File: config.mk
export PLATFORM = sky130hd
export DESIGN_NAME = sd_image_server
export DESIGN_NICKNAME = d
export VERILOG_FILES = /design/src/rtl/sd_image_server.sv
export SDC_FILE = /design/constraint.sdc
export NUM_CORES = 1
export LEC_CHECK = 0
export CAP_MARGIN = 20
export CORE_AREA = 2 2 123 65
export CTS_CLUSTER_SIZE = 8
export DETAILED_ROUTE_END_ITERATION = 8
export DIE_AREA = 0 0 125 67
export PLACE_DENSITY_LB_ADDON = 0.15
export REMOVE_ABC_BUFFERS = 1
export SLEW_MARGIN = 20
export SYNTH_ARGS = -nofsm -noshare
export SYNTH_HDL_FRONTEND = slang
export SYNTH_SLANG_ARGS = --single-unit
File: constraint.sdc
create_clock -name clk_sys -period 3.4 [get_ports clk_sys]
set_input_delay 0.68 -clock clk_sys [delete_from_list [all_inputs] [get_ports clk_sys]]
set_output_delay 0.68 -clock clk_sys [all_outputs]
set_load 0.005 [all_outputs]
File: src/rtl/sd_image_server.sv
// sd_image_server: serves 512-byte sectors between a byte-wide image
// memory and a client track loader using a level-request handshake.
// Ports:
//   clk_sys, reset        clock, async active-high reset
//   sd_lba/sd_rd/sd_wr    client request (sector, read, write)
//   sd_ack                high for the whole transfer
//   sd_buff_addr/_dout/_wr/_din  client sector buffer port
//   img_addr/_rd/_wr/_wdata/_rdata  image memory port (1-cycle read)
//   err                   pulse on acceptance of an out-of-range sector
// Build option: SD_SERVER_BYTE_GAP_EN inserts one idle cycle per byte.
module sd_image_server #(
  parameter int IMG_AW    = 18,
  parameter int ACK_DELAY = 4
) (
  input  logic              clk_sys,
  input  logic              reset,
  input  logic [31:0]       sd_lba,
  input  logic              sd_rd,
  input  logic              sd_wr,
  output logic              sd_ack,
  output logic [8:0]        sd_buff_addr,
  output logic [7:0]        sd_buff_dout,
  output logic              sd_buff_wr,
  input  logic [7:0]        sd_buff_din,
  output logic [IMG_AW-1:0] img_addr,
  output logic              img_rd,
  output logic              img_wr,
  output logic [7:0]        img_wdata,
  input  logic [7:0]        img_rdata,
  output logic              err
);

  localparam int SW = IMG_AW - 9;

  typedef enum logic [2:0] {
    IDLE,
    DELAY,
    RD_XFER,
    WR_XFER,
    DONE
  } state_t;

  state_t        state;
  logic [7:0]    dly;
  logic [SW-1:0] lba_q;
  logic          oor;
  logic          dir_rd;
  logic [8:0]    byte_cnt;
  logic          issue;
  logic          beat;
  logic          beat_last;
  logic          dout_en;
  logic          adv;
  logic          lba_oor;

  assign lba_oor = (sd_lba >> SW) != 32'd0;

  // issue: byte_cnt is being presented this cycle (img_rd for reads,
  // sd_buff_addr for writes); the matching data beat follows next cycle.
`ifdef SD_SERVER_BYTE_GAP_EN
  assign adv = !issue && (byte_cnt != 9'd511);
`else
  assign adv = issue && (byte_cnt != 9'd511);
`endif

  // Data paths follow the registered strobes so they stay in step with
  // the one-cycle memory read and the one-cycle-late client data.
  assign sd_buff_dout = dout_en ? img_rdata : 8'h00;
  assign img_wdata    = img_wr ? sd_buff_din : 8'h00;

  always_ff @(posedge clk_sys or posedge reset) begin
    if (reset) begin
      state        <= IDLE;
      dly          <= 8'd0;
      lba_q        <= '0;
      oor          <= 1'b0;
      dir_rd       <= 1'b0;
      byte_cnt     <= 9'd0;
      issue        <= 1'b0;
      beat         <= 1'b0;
      beat_last    <= 1'b0;
      dout_en      <= 1'b0;
      sd_ack       <= 1'b0;
      sd_buff_addr <= 9'd0;
      sd_buff_wr   <= 1'b0;
      img_addr     <= '0;
      img_rd       <= 1'b0;
      img_wr       <= 1'b0;
      err          <= 1'b0;
    end else begin
      err        <= 1'b0;
      sd_buff_wr <= 1'b0;
      img_rd     <= 1'b0;
      img_wr     <= 1'b0;
      dout_en    <= 1'b0;
      beat       <= 1'b0;
      unique case (state)
        IDLE: begin
          if (sd_rd || sd_wr) begin
            lba_q  <= sd_lba[SW-1:0];
            oor    <= lba_oor;
            err    <= lba_oor;
            dir_rd <= sd_rd;
            dly    <= 8'(ACK_DELAY - 1);
            state  <= DELAY;
          end
        end
        DELAY: begin
          if (dly == 8'd0) begin
            sd_ack    <= 1'b1;
            byte_cnt  <= 9'd0;
            issue     <= 1'b1;
            beat_last <= 1'b0;
            if (dir_rd) begin
              state    <= RD_XFER;
              img_rd   <= !oor;
              img_addr <= {lba_q, 9'd0};
            end else begin
              state        <= WR_XFER;
              sd_buff_addr <= 9'd0;
            end
          end else begin
            dly <= dly - 8'd1;
          end
        end
        RD_XFER: begin
          beat       <= issue;
          beat_last  <= issue && (byte_cnt == 9'd511);
          sd_buff_wr <= issue;
          dout_en    <= img_rd;
          if (issue) begin
            sd_buff_addr <= byte_cnt;
          end
          issue <= adv;
          if (adv) begin
            byte_cnt <= byte_cnt + 9'd1;
            img_rd   <= !oor;
            img_addr <= {lba_q, byte_cnt + 9'd1};
          end
          if (beat && beat_last) begin
            sd_ack <= 1'b0;
            state  <= DONE;
          end
        end
        WR_XFER: begin
          beat      <= issue;
          beat_last <= issue && (byte_cnt == 9'd511);
          img_wr    <= issue && !oor;
          if (issue) begin
            img_addr <= {lba_q, byte_cnt};
          end
          issue <= adv;
          if (adv) begin
            byte_cnt     <= byte_cnt + 9'd1;
            sd_buff_addr <= byte_cnt + 9'd1;
          end
          if (beat && beat_last) begin
            sd_ack <= 1'b0;
            state  <= DONE;
          end
        end
        DONE: begin
          // a request still held from the last transfer must drop first
          if (!sd_rd && !sd_wr) begin
            state <= IDLE;
          end
        end
        default: state <= IDLE;
      endcase
    end
  end

endmodule
==> reports/results.txt, run 1 <==
The core region is 7210 um^2. The width of the die works out to 125 um. TritonCTS built the clock tree. For the design internal power, the log shows 2.37 mW. Critical path class: reg2reg. The run gives 37 as the largest net degree at the start of global routing.

The longest individual stage delay on the worst path was 0.58 ns; the power consumption was 3.65 mW. Top achievable clock speed: 341 MHz. Walking the worst path, the cells encountered are ha_1 > nand3_1 > nor2_1 > and3_1 > ha_1 > nand2b_1 > nand2_1 > a211o_1 > mux2_2. In this run, CTS created clock tree buffers numbering 9. Post-CTS timing repair inserted 0 buffers for setup.

The final instance count without filler cells is 531. Once placement completed, the tool counted placed cells totaling 516. The final worst-path cycle share is 86.2%. The first global-routing pass estimated 14000 um of wire. The cell that appears most often on the critical path is sky130_fd_sc_hd__ha_1. Clock-pin slew was measured on the worst setup and hold paths at 0.05 ns.

In the post-synthesis netlist, the cell with the most instances is sky130_fd_sc_hd__dfrtp_1. The logs give 3350 um^2 for the post-synthesis cell area and 64.8% for the fraction of the core area covered by cells at the end of the flow. The post-detailed-route via-to-cell ratio was 5.38. Of the synthesized area, sequential elements account for 50.1%. The power per cell area came out at 781 nW/um^2. For this configuration, the core starts out at a cell density of 46.4%.

The clock latency on the worst-skew pair was 0.34 ns; the total half-perimeter wirelength after legalization and detailed placement was 6160 um. The slowest stage of the critical path belongs to the cell sky130_fd_sc_hd__a211o_1. The via count came out at 2858. The die covers 8380 um^2.

In this run switching power makes up 35.2% of total power. The total number of nets in the final design was 487; the overall overflow remaining after global route was 0. For this block, the initial DRC count from the detailed router was 180. The analysis attributes to net switching a power of 1.29 mW. Buffers inserted to repair hold after CTS numbered 0. Data on the critical path is required at its endpoint by 3.62 ns. The run gives 0 as the number of nets with antenna violations after detailed routing. For this run, design rule violations remaining after detail routing come to 0. Setup repair after global routing left no endpoint under its margin. The synthesized area divided by synthesized cell count works out to 10.0 um^2. The number of max-slew violations in the final report was 0. The clock tree synthesis step divided the H-tree into 3 levels. By count the netlist is led by sky130_fd_sc_hd__dfrtp_1, sky130_fd_sc_hd__nand2_1, sky130_fd_sc_hd__nor2_1. The worst voltage drop across the vdd grid came out at 412 uV. Of the cells placed in the final design, the portion with a size suffix greater than 1 is 9.43%. In this run, the clock network consumes 22.9% of the power.

The die is 67 um tall. The cell type contributing the most total cell area after synthesis was sky130_fd_sc_hd__dfrtp_1. In this run, distinct cell masters in the synthesized netlist total 49. Number of placed I/O pins: 100.

The total of flip-flops plus latches after synthesis was 67; the maximum clock path buffer count was 2. Static power due to leakage: 2.00 nW. The clock tree skew after final layout was 0.00819 ns.

The average routed wire per standard cell came out at 15.7 um. The most frequently used flop master after synthesis was sky130_fd_sc_hd__dfrtp_1. The share of total power dissipated in combinational logic is 38.8%. In this run the worst path has a maximum fanout of 18. By area the synthesized netlist is led by sky130_fd_sc_hd__dfrtp_1, sky130_fd_sc_hd__mux2_2, sky130_fd_sc_hd__nand2_1, sky130_fd_sc_hd__and2_1, sky130_fd_sc_hd__nor2_1. For the final hold violation count, the log shows 0. The flow ran to the end, and the final reports show no timing, DRC or antenna violations. For this run, asynchronously set or reset flops after synthesis account for 100%. The worst setup path is captured at a flip-flop.

From synthesis to final layout, the design area changed by 39.7%. Setup violations remaining at the end of the flow were counted as 0. Registers are responsible for 38.3% of the overall power.

After routing, the total negative slack on setup checks comes to 0 ns. The minimum clock period after layout was 2.93 ns; the length of the first detailed-routing pass in iterations was 5. Global routing used 22.0% of the available tracks. The root buffer cell was sky130_fd_sc_hd__clkbuf_16. For the worst setup path, the data arrival time is 3.15 ns. The worst setup path is launched from a flip-flop. The number of antenna diodes in the final layout is 0. Reported max-cap violation count: 0. The slew of the pin with the lowest slew margin was 0.727 ns. The worst hold-check path type was reg2reg. Routability-driven placement finished with a final weighted congestion of 0.882. In this run, synthesis inferred 0 flip-flops with an integrated enable. Synthesis produced 333 cells. The wire length after detailed routing was 8360 um; the total number of yosys warnings was 0. The logs give 0 for the initial antenna violation count and 0 for the post-cts sizing count. Row generation in the floorplan step produced 22 rows. The share of synthesized area in the top cell type comes to 50.1%. The run gives 2849 as the via count of the first global-routing pass. Clock tree synthesis found a total of 67 sinks. Measured against its own limit, the worst slew margin works out to 51.5%. Port buffering added 99 buffers.
==> metrics by stage <==
step           hold slack (ns)  instance area (um^2)  worst slack (ns)
3_5_place_dp             0.460                  4410             0.496
3_3_place_gp             0.454                  4410             0.686
2_1_floorplan            0.426                  3260             0.950
4_1_cts                  0.473                  4670             0.481
6_report                 0.469                  4670             0.469
5_1_grt                  0.501                  4670             0.250
==> path summary, 6_finish.rpt <==
check	to	cells after the start	slack (ns)	startpoint
min in group asynchronous	img_addr[16]$_DFFE_PP0P_	2	0.78	reset
setup / recovery	img_addr[14]$_DFFE_PP0P_	9	0.47	byte_cnt[1]$_DFFE_PP0P_
hold / removal	lba_q[1]$_DFFE_PP0P_	2	0.47	lba_q[1]$_DFFE_PP0P_
max in group asynchronous	sd_buff_addr[1]$_DFFE_PP0P_	3	1.89	reset
setup reg to reg	img_addr[14]$_DFFE_PP0P_	9	0.47	byte_cnt[1]$_DFFE_PP0P_
hold reg to reg	lba_q[1]$_DFFE_PP0P_	2	0.47	lba_q[1]$_DFFE_PP0P_
==> sequential cells by signal (all words and copies together) (netlist names) <==
| name | count |
|---|---|
| sd_buff_addr | 9 |
| dout_en | 1 |
| oor | 1 |
| state | 3 |
| sd_ack | 1 |
| lba_q | 9 |
| issue | 1 |
| byte_cnt | 9 |
| beat_last | 1 |
| img_addr | 18 |
| img_wr | 1 |
| sd_buff_wr | 1 |
| dir_rd | 1 |
| img_rd | 1 |
| beat | 1 |
| dly | 8 |
| err | 1 |
==> cells in the final DEF (no fill, tap or decap), types with 2 or more instances in the layout <==
cell type                          n
sky130_fd_sc_hd__nand4_1           6
sky130_fd_sc_hd__a22o_1            5
sky130_fd_sc_hd__a211oi_1          3
sky130_fd_sc_hd__and2_1           17
sky130_fd_sc_hd__dfrtp_1          67
sky130_fd_sc_hd__mux2_2           16
sky130_fd_sc_hd__o21ai_0           9
sky130_fd_sc_hd__a21oi_1          13
sky130_fd_sc_hd__a32o_1            2
sky130_fd_sc_hd__buf_4             6
sky130_fd_sc_hd__nor2b_1           5
sky130_fd_sc_hd__nand3_1           8
sky130_fd_sc_hd__clkdlybuf4s50_1  99
sky130_fd_sc_hd__a211o_1           2
sky130_fd_sc_hd__a31oi_1           5
sky130_fd_sc_hd__or3_1             3
sky130_fd_sc_hd__nor4_1            8
sky130_fd_sc_hd__xor2_1            3
sky130_fd_sc_hd__inv_1             6
sky130_fd_sc_hd__nor3b_1           3
sky130_fd_sc_hd__clkbuf_16         9
sky130_fd_sc_hd__nand2_1          46
sky130_fd_sc_hd__clkbuf_1          3
sky130_fd_sc_hd__o2bb2ai_1        10
sky130_fd_sc_hd__xnor2_1           9
sky130_fd_sc_hd__ha_1              4
sky130_fd_sc_hd__or4_1             2
sky130_fd_sc_hd__nor2_1           27
sky130_fd_sc_hd__nor3_1            8
sky130_fd_sc_hd__nand2b_1          2
sky130_fd_sc_hd__mux2i_1           6
sky130_fd_sc_hd__or2_2             2
==> cell type report <==
| class | instances | area (um^2) |
|---|---|---|
| multi-input combinational | 241 | 1550 |
| clock inverter | 2 | 12.5 |
| timing repair buffer | 105 | 1040 |
| tap | 96 | 120 |
| sequential | 67 | 1680 |
| clock buffer | 13 | 250 |
| fill | 569 | 2540 |
| inverter | 7 | 26.3 |
==> layer usage <==
layer  share of wire [%]  track usage (%)
met5                   0                0
met1                  43             26.4
met3                 8.3             8.35
met2                  47             36.3
met4                 1.4             8.89
==> kinds of logic after synthesis <==
group	share of synthesized area (%)
AOI/OAI and AO/OA	11.9
adders and majority gates	1.50
DFF	50.1
buffers and inverters	3.48
xor gates and xnor gates	3.14
muxes	7.63
and+or+nand+nor	22.3
==> critical path: cells and delay by family (launching register included) <==
kind,cells,cell delay [ns]
simple gates,5,0.79
compound gates,1,0.58
fa+ha+maj,2,0.55
flops,1,0.47
mux,1,0.41
==> power by group through the flow <==
stage          sequential (mW)  combinational (mW)  clock, mW
2_1_floorplan             1.35               0.783          0
3_3_place_gp              1.39                1.38          0
3_5_place_dp              1.40                1.42          0
4_1_cts                   1.39                1.43      0.847
5_1_grt                   1.44                1.56      0.886
6_report                  1.40                1.42      0.836
(Power assumes the default switching activity.)
==> run 2: changes to the inputs <==
--- a/config.mk
+++ b/config.mk
@@ -10,7 +10,7 @@
 export CTS_CLUSTER_SIZE = 8
 export DETAILED_ROUTE_END_ITERATION = 8
 export DIE_AREA = 0 0 125 67
-export PLACE_DENSITY_LB_ADDON = 0.15
+export PLACE_DENSITY = 0.89
 export REMOVE_ABC_BUFFERS = 1
 export SLEW_MARGIN = 20
 export SYNTH_ARGS = -nofsm -noshare
==> run 2 against run 1 <==
Compared with the run above: worst setup slack got worse by 0.031 ns; non-clock buffer count did not move; wire length rose by 7.8%; utilization rose by 1.2 points; worst hold slack improved by 0.0014 ns; clock skew fell by 0.00091 ns; sequential cell count did not move; clock power rose by 30%; maximum frequency fell by 1.0%; sequential power barely moved; sequential share of layout area fell by 0.65 points; die area did not move; critical path type unchanged; critical endpoint is now img_addr[13]$_DFFE_PP0P_; largest power group unchanged.
==> reports/results.txt, run 2 (synthesized netlist as in run 1, its figures left out) <==
The reported max-cap violation count came out at 0 (unchanged). The slew of the pin with the lowest slew margin was 0.819 ns (+0.0923 ns); the cell count of the worst hold path was 2 (unchanged). The endpoint identified for the worst register-to-register timing path is img_addr[13]$_DFFE_PP0P_. The run gives 0 (unchanged) as the overall overflow remaining after global route. The logs give 6010 um (-2.4%) for the total half-perimeter wirelength after legalization and detailed placement and 37.0% (-1.8 points) for the combinational share of power. The final hold violation count was 0 (unchanged). The fraction of final layout cells sized beyond drive strength 1 was 10.3% (+0.90 points); the static power due to leakage was 2.05 nW (+2.0%). The design internal power came out at 2.58 mW (+9.0%). Number of violations reported at the end of detailed-routing iteration 0: 331 (+84%). The tools report the number of max-slew violations in the final report as 0 (unchanged). The most used cell along the critical path was sky130_fd_sc_hd__ha_1. The endpoint of the worst hold path is lba_q[3]$_DFFE_PP0P_. The number of sinks driven by the clock tree is 67 (unchanged), and the length of the first detailed-routing pass in iterations is 5 (unchanged).

Largest register by flop count: img_addr. The count of inserted antenna diode cells is 0 (unchanged), and the fraction of the core area covered by cells at the end of the flow is 66.0% (+1.2 points). The minimum clock period after layout is 2.96 ns (+0.0306 ns), and the worst voltage drop across the vdd grid is 451 uV (+9.4%). Setup repair after global routing left no endpoint under its margin.

Initial cell density of the core: 46.4% (unchanged). The switching part of the total was 34.6% (-0.63 points); the filler cell count in the final layout was 514 (-9.7%). The largest net degree at the start of global routing came out at 34 (-8.1%).

The number of port buffers came out at 99 (unchanged). The tools report the number of hold buffers added after cts as 0 (unchanged). The total CTS buffers was 9 (unchanged); the longest individual stage delay on the worst path was 0.61 ns (+0.03 ns). The fraction of power consumed by sequential logic is 35.4% (-2.9 points).

The final worst-path cycle share came out at 87.1% (+0.90 points). The total negative slack for setup checks is 0 ns (unchanged), and the wire length after detailed routing is 9010 um (+7.8%). The clock latency on the worst-skew pair was 0.34 ns (about the same).

The startpoint identified for the worst register-to-register timing path is byte_cnt[1]$_DFFE_PP0P_. Total setup violations reported at the end of the flow: 0 (unchanged). The power consumption is 3.94 mW (+8.0%), and the required time of the critical path is 3.62 ns (about the same).

The width of the die came out at 125 um (unchanged). The root buffer cell is sky130_fd_sc_hd__clkbuf_16. The register-to-register setup slack was 0.44 ns (-0.03 ns). For the number of placed I/O pins, the log shows 100 (unchanged).

The worst setup path is captured at a flip-flop. The relative max-transition margin is 45.3% (-6.2 points), and the overall die height is 67 um (unchanged). For the top achievable clock speed, the log shows 338 MHz (-1.0%). The logs give 487 (unchanged) for the total number of nets in the final design and 8380 um^2 (unchanged) for the die outline area. The number of nets with antenna violations after detailed routing was 0 (unchanged); the via count was 2993 (+4.7%). Net load switching power: 1.36 mW (+6.0%). The clock tree skew after final layout is 0.00729 ns (-0.000907 ns), and the initial antenna violation count is 0 (unchanged).

The run gives 14800 um (+5.6%) as the wire length of the first global-routing pass. The flow ran to the end, and the final reports show no timing, DRC or antenna violations. The logs give 22.8% (+0.87 points) for the global-route usage over all layers and 0.958 (+8.7%) for the final RePlAce weighted congestion. The maximum fanout encountered on the critical timing path came out at 18 (unchanged).

Walking the worst path, the cells encountered are ha_1 > nand3_1 > nor2_1 > and3_1 > ha_1 > nand2b_1 > nand2_1 > a211o_1 > mux2_2. The post-detailed-route via-to-cell ratio is 5.63 (+4.5%). From synthesis to final layout, the design area changed by 42.3%.

The standard cell with the maximum stage delay on the critical path was sky130_fd_sc_hd__a211o_1. Average routed wire per standard cell: 16.9 um (+7.6%). The run gives 7210 um^2 (unchanged) as the area inside the core boundary.

The library cell used most frequently in the layout, excluding fill and tap cells, is sky130_fd_sc_hd__clkdlybuf4s50_1. STA classifies the critical path startpoint as a flip-flop. The maximum clock path buffer count is 2 (unchanged), and the number of flip-flops under the largest register name is 18 (unchanged).

The number of cells on the worst reg-to-reg path is 9 (unchanged), and the residual DRC count is 0 (unchanged). Leaving out fill and tap cells, the most frequent cells in the layout are sky130_fd_sc_hd__clkdlybuf4s50_1, sky130_fd_sc_hd__dfrtp_1, sky130_fd_sc_hd__nand2_1, sky130_fd_sc_hd__nor2_1, sky130_fd_sc_hd__and2_1. The power per cell area came out at 828 nW/um^2 (+6.0%). The number of H-tree levels was 3 (unchanged); the post-cts sizing count was 0 (unchanged). The arrival time at the worst endpoint is 3.18 ns (+0.03 ns), and the via count of the first global-routing pass is 2933 (+2.9%). The clock transition time at the flip-flop clock pins of the worst setup and hold paths is 0.06 ns (about the same). The worst hold path belongs to the class reg2reg. The startpoint identified for the worst hold timing path is lba_q[3]$_DFFE_PP0P_.

The setup path with the least slack is of type reg2reg. The post-CTS setup-driven buffer insertion count is 0 (unchanged), and the site row count is 22 (unchanged). TritonCTS built the clock tree. Clock power share: 27.6% (+4.7 points).
## run 2: changes by cell type in the layout (fill, tap and decap cells not counted), sizes merged
cell | previous run | this run
inv | 7 | 9
bufinv | 0 | 3
clkbuf | 13 | 9
## run 2: metrics by stage
step	instance area, um^2	setup WS (ns)	cells	hold slack [ns]
final	4760	0.438	532	0.470
after global routing	4760	0.185	532	0.503
after CTS	4760	0.499	532	0.474
after detailed placement	4410	0.538	516	0.459
after global placement	4410	0.699	516	0.455
after floorplan	3260	0.950	315	0.426
## run 2: cell type report
cell class                      instances  area [um^2]  area share [%]
Multi-Input combinational cell        241         1550            32.6
Inverter                                7         26.3           0.552
Timing Repair Buffer                  105         1040            21.8
Tap cell                               96          120            2.52
Sequential cell                        67         1680            35.2
Clock buffer                            9          225            4.73
Clock inverter                          7          124            2.60
## run 2: power groups by stage
stage               clock, mW  combinational, mW  sequential (mW)
finish                   1.09               1.46             1.40
global route             1.14               1.59             1.43
CTS                      1.09               1.46             1.39
detailed placement          0               1.42             1.39
global placement            0               1.38             1.38
floorplan                   0              0.783             1.35
## run 2: worst max path at each step
stage,startpoint,end,slack (ns),cells after the start
finish,byte_cnt[1]$_DFFE_PP0P_,img_addr[13]$_DFFE_PP0P_,0.44,9
global route,byte_cnt[1]$_DFFE_PP0P_,img_addr[14]$_DFFE_PP0P_,0.18,9
CTS,byte_cnt[0]$_DFFE_PP0P_,img_addr[13]$_DFFE_PP0P_,0.50,9
detailed placement,byte_cnt[0]$_DFFE_PP0P_,img_addr[11]$_DFFE_PP0P_,0.54,9
global placement,byte_cnt[0]$_DFFE_PP0P_,img_addr[15]$_DFFE_PP0P_,0.70,9
floorplan,byte_cnt[0]$_DFFE_PP0P_,img_addr[9]$_DFFE_PP0P_,0.95,9
## run 2: per-layer routing
metal | vias up | global-route usage (%) | part of all wire [%]
met1 | 1430 | 27.8 | 40
met5 | - | 0 | 0
met2 | 159 | 38.9 | 50
met3 | 26 | 6.18 | 7.6
met4 | 0 | 10.0 | 2.4
li1 | 1378 | - | -
## run 2: worst max-delay path, delay by kind of cell (launching register included)
family | cells | cell delay [ns]
simple gates | 5 | 0.79
compound gates | 1 | 0.61
fa+ha+maj | 2 | 0.56
flops | 1 | 0.48
mux | 1 | 0.41
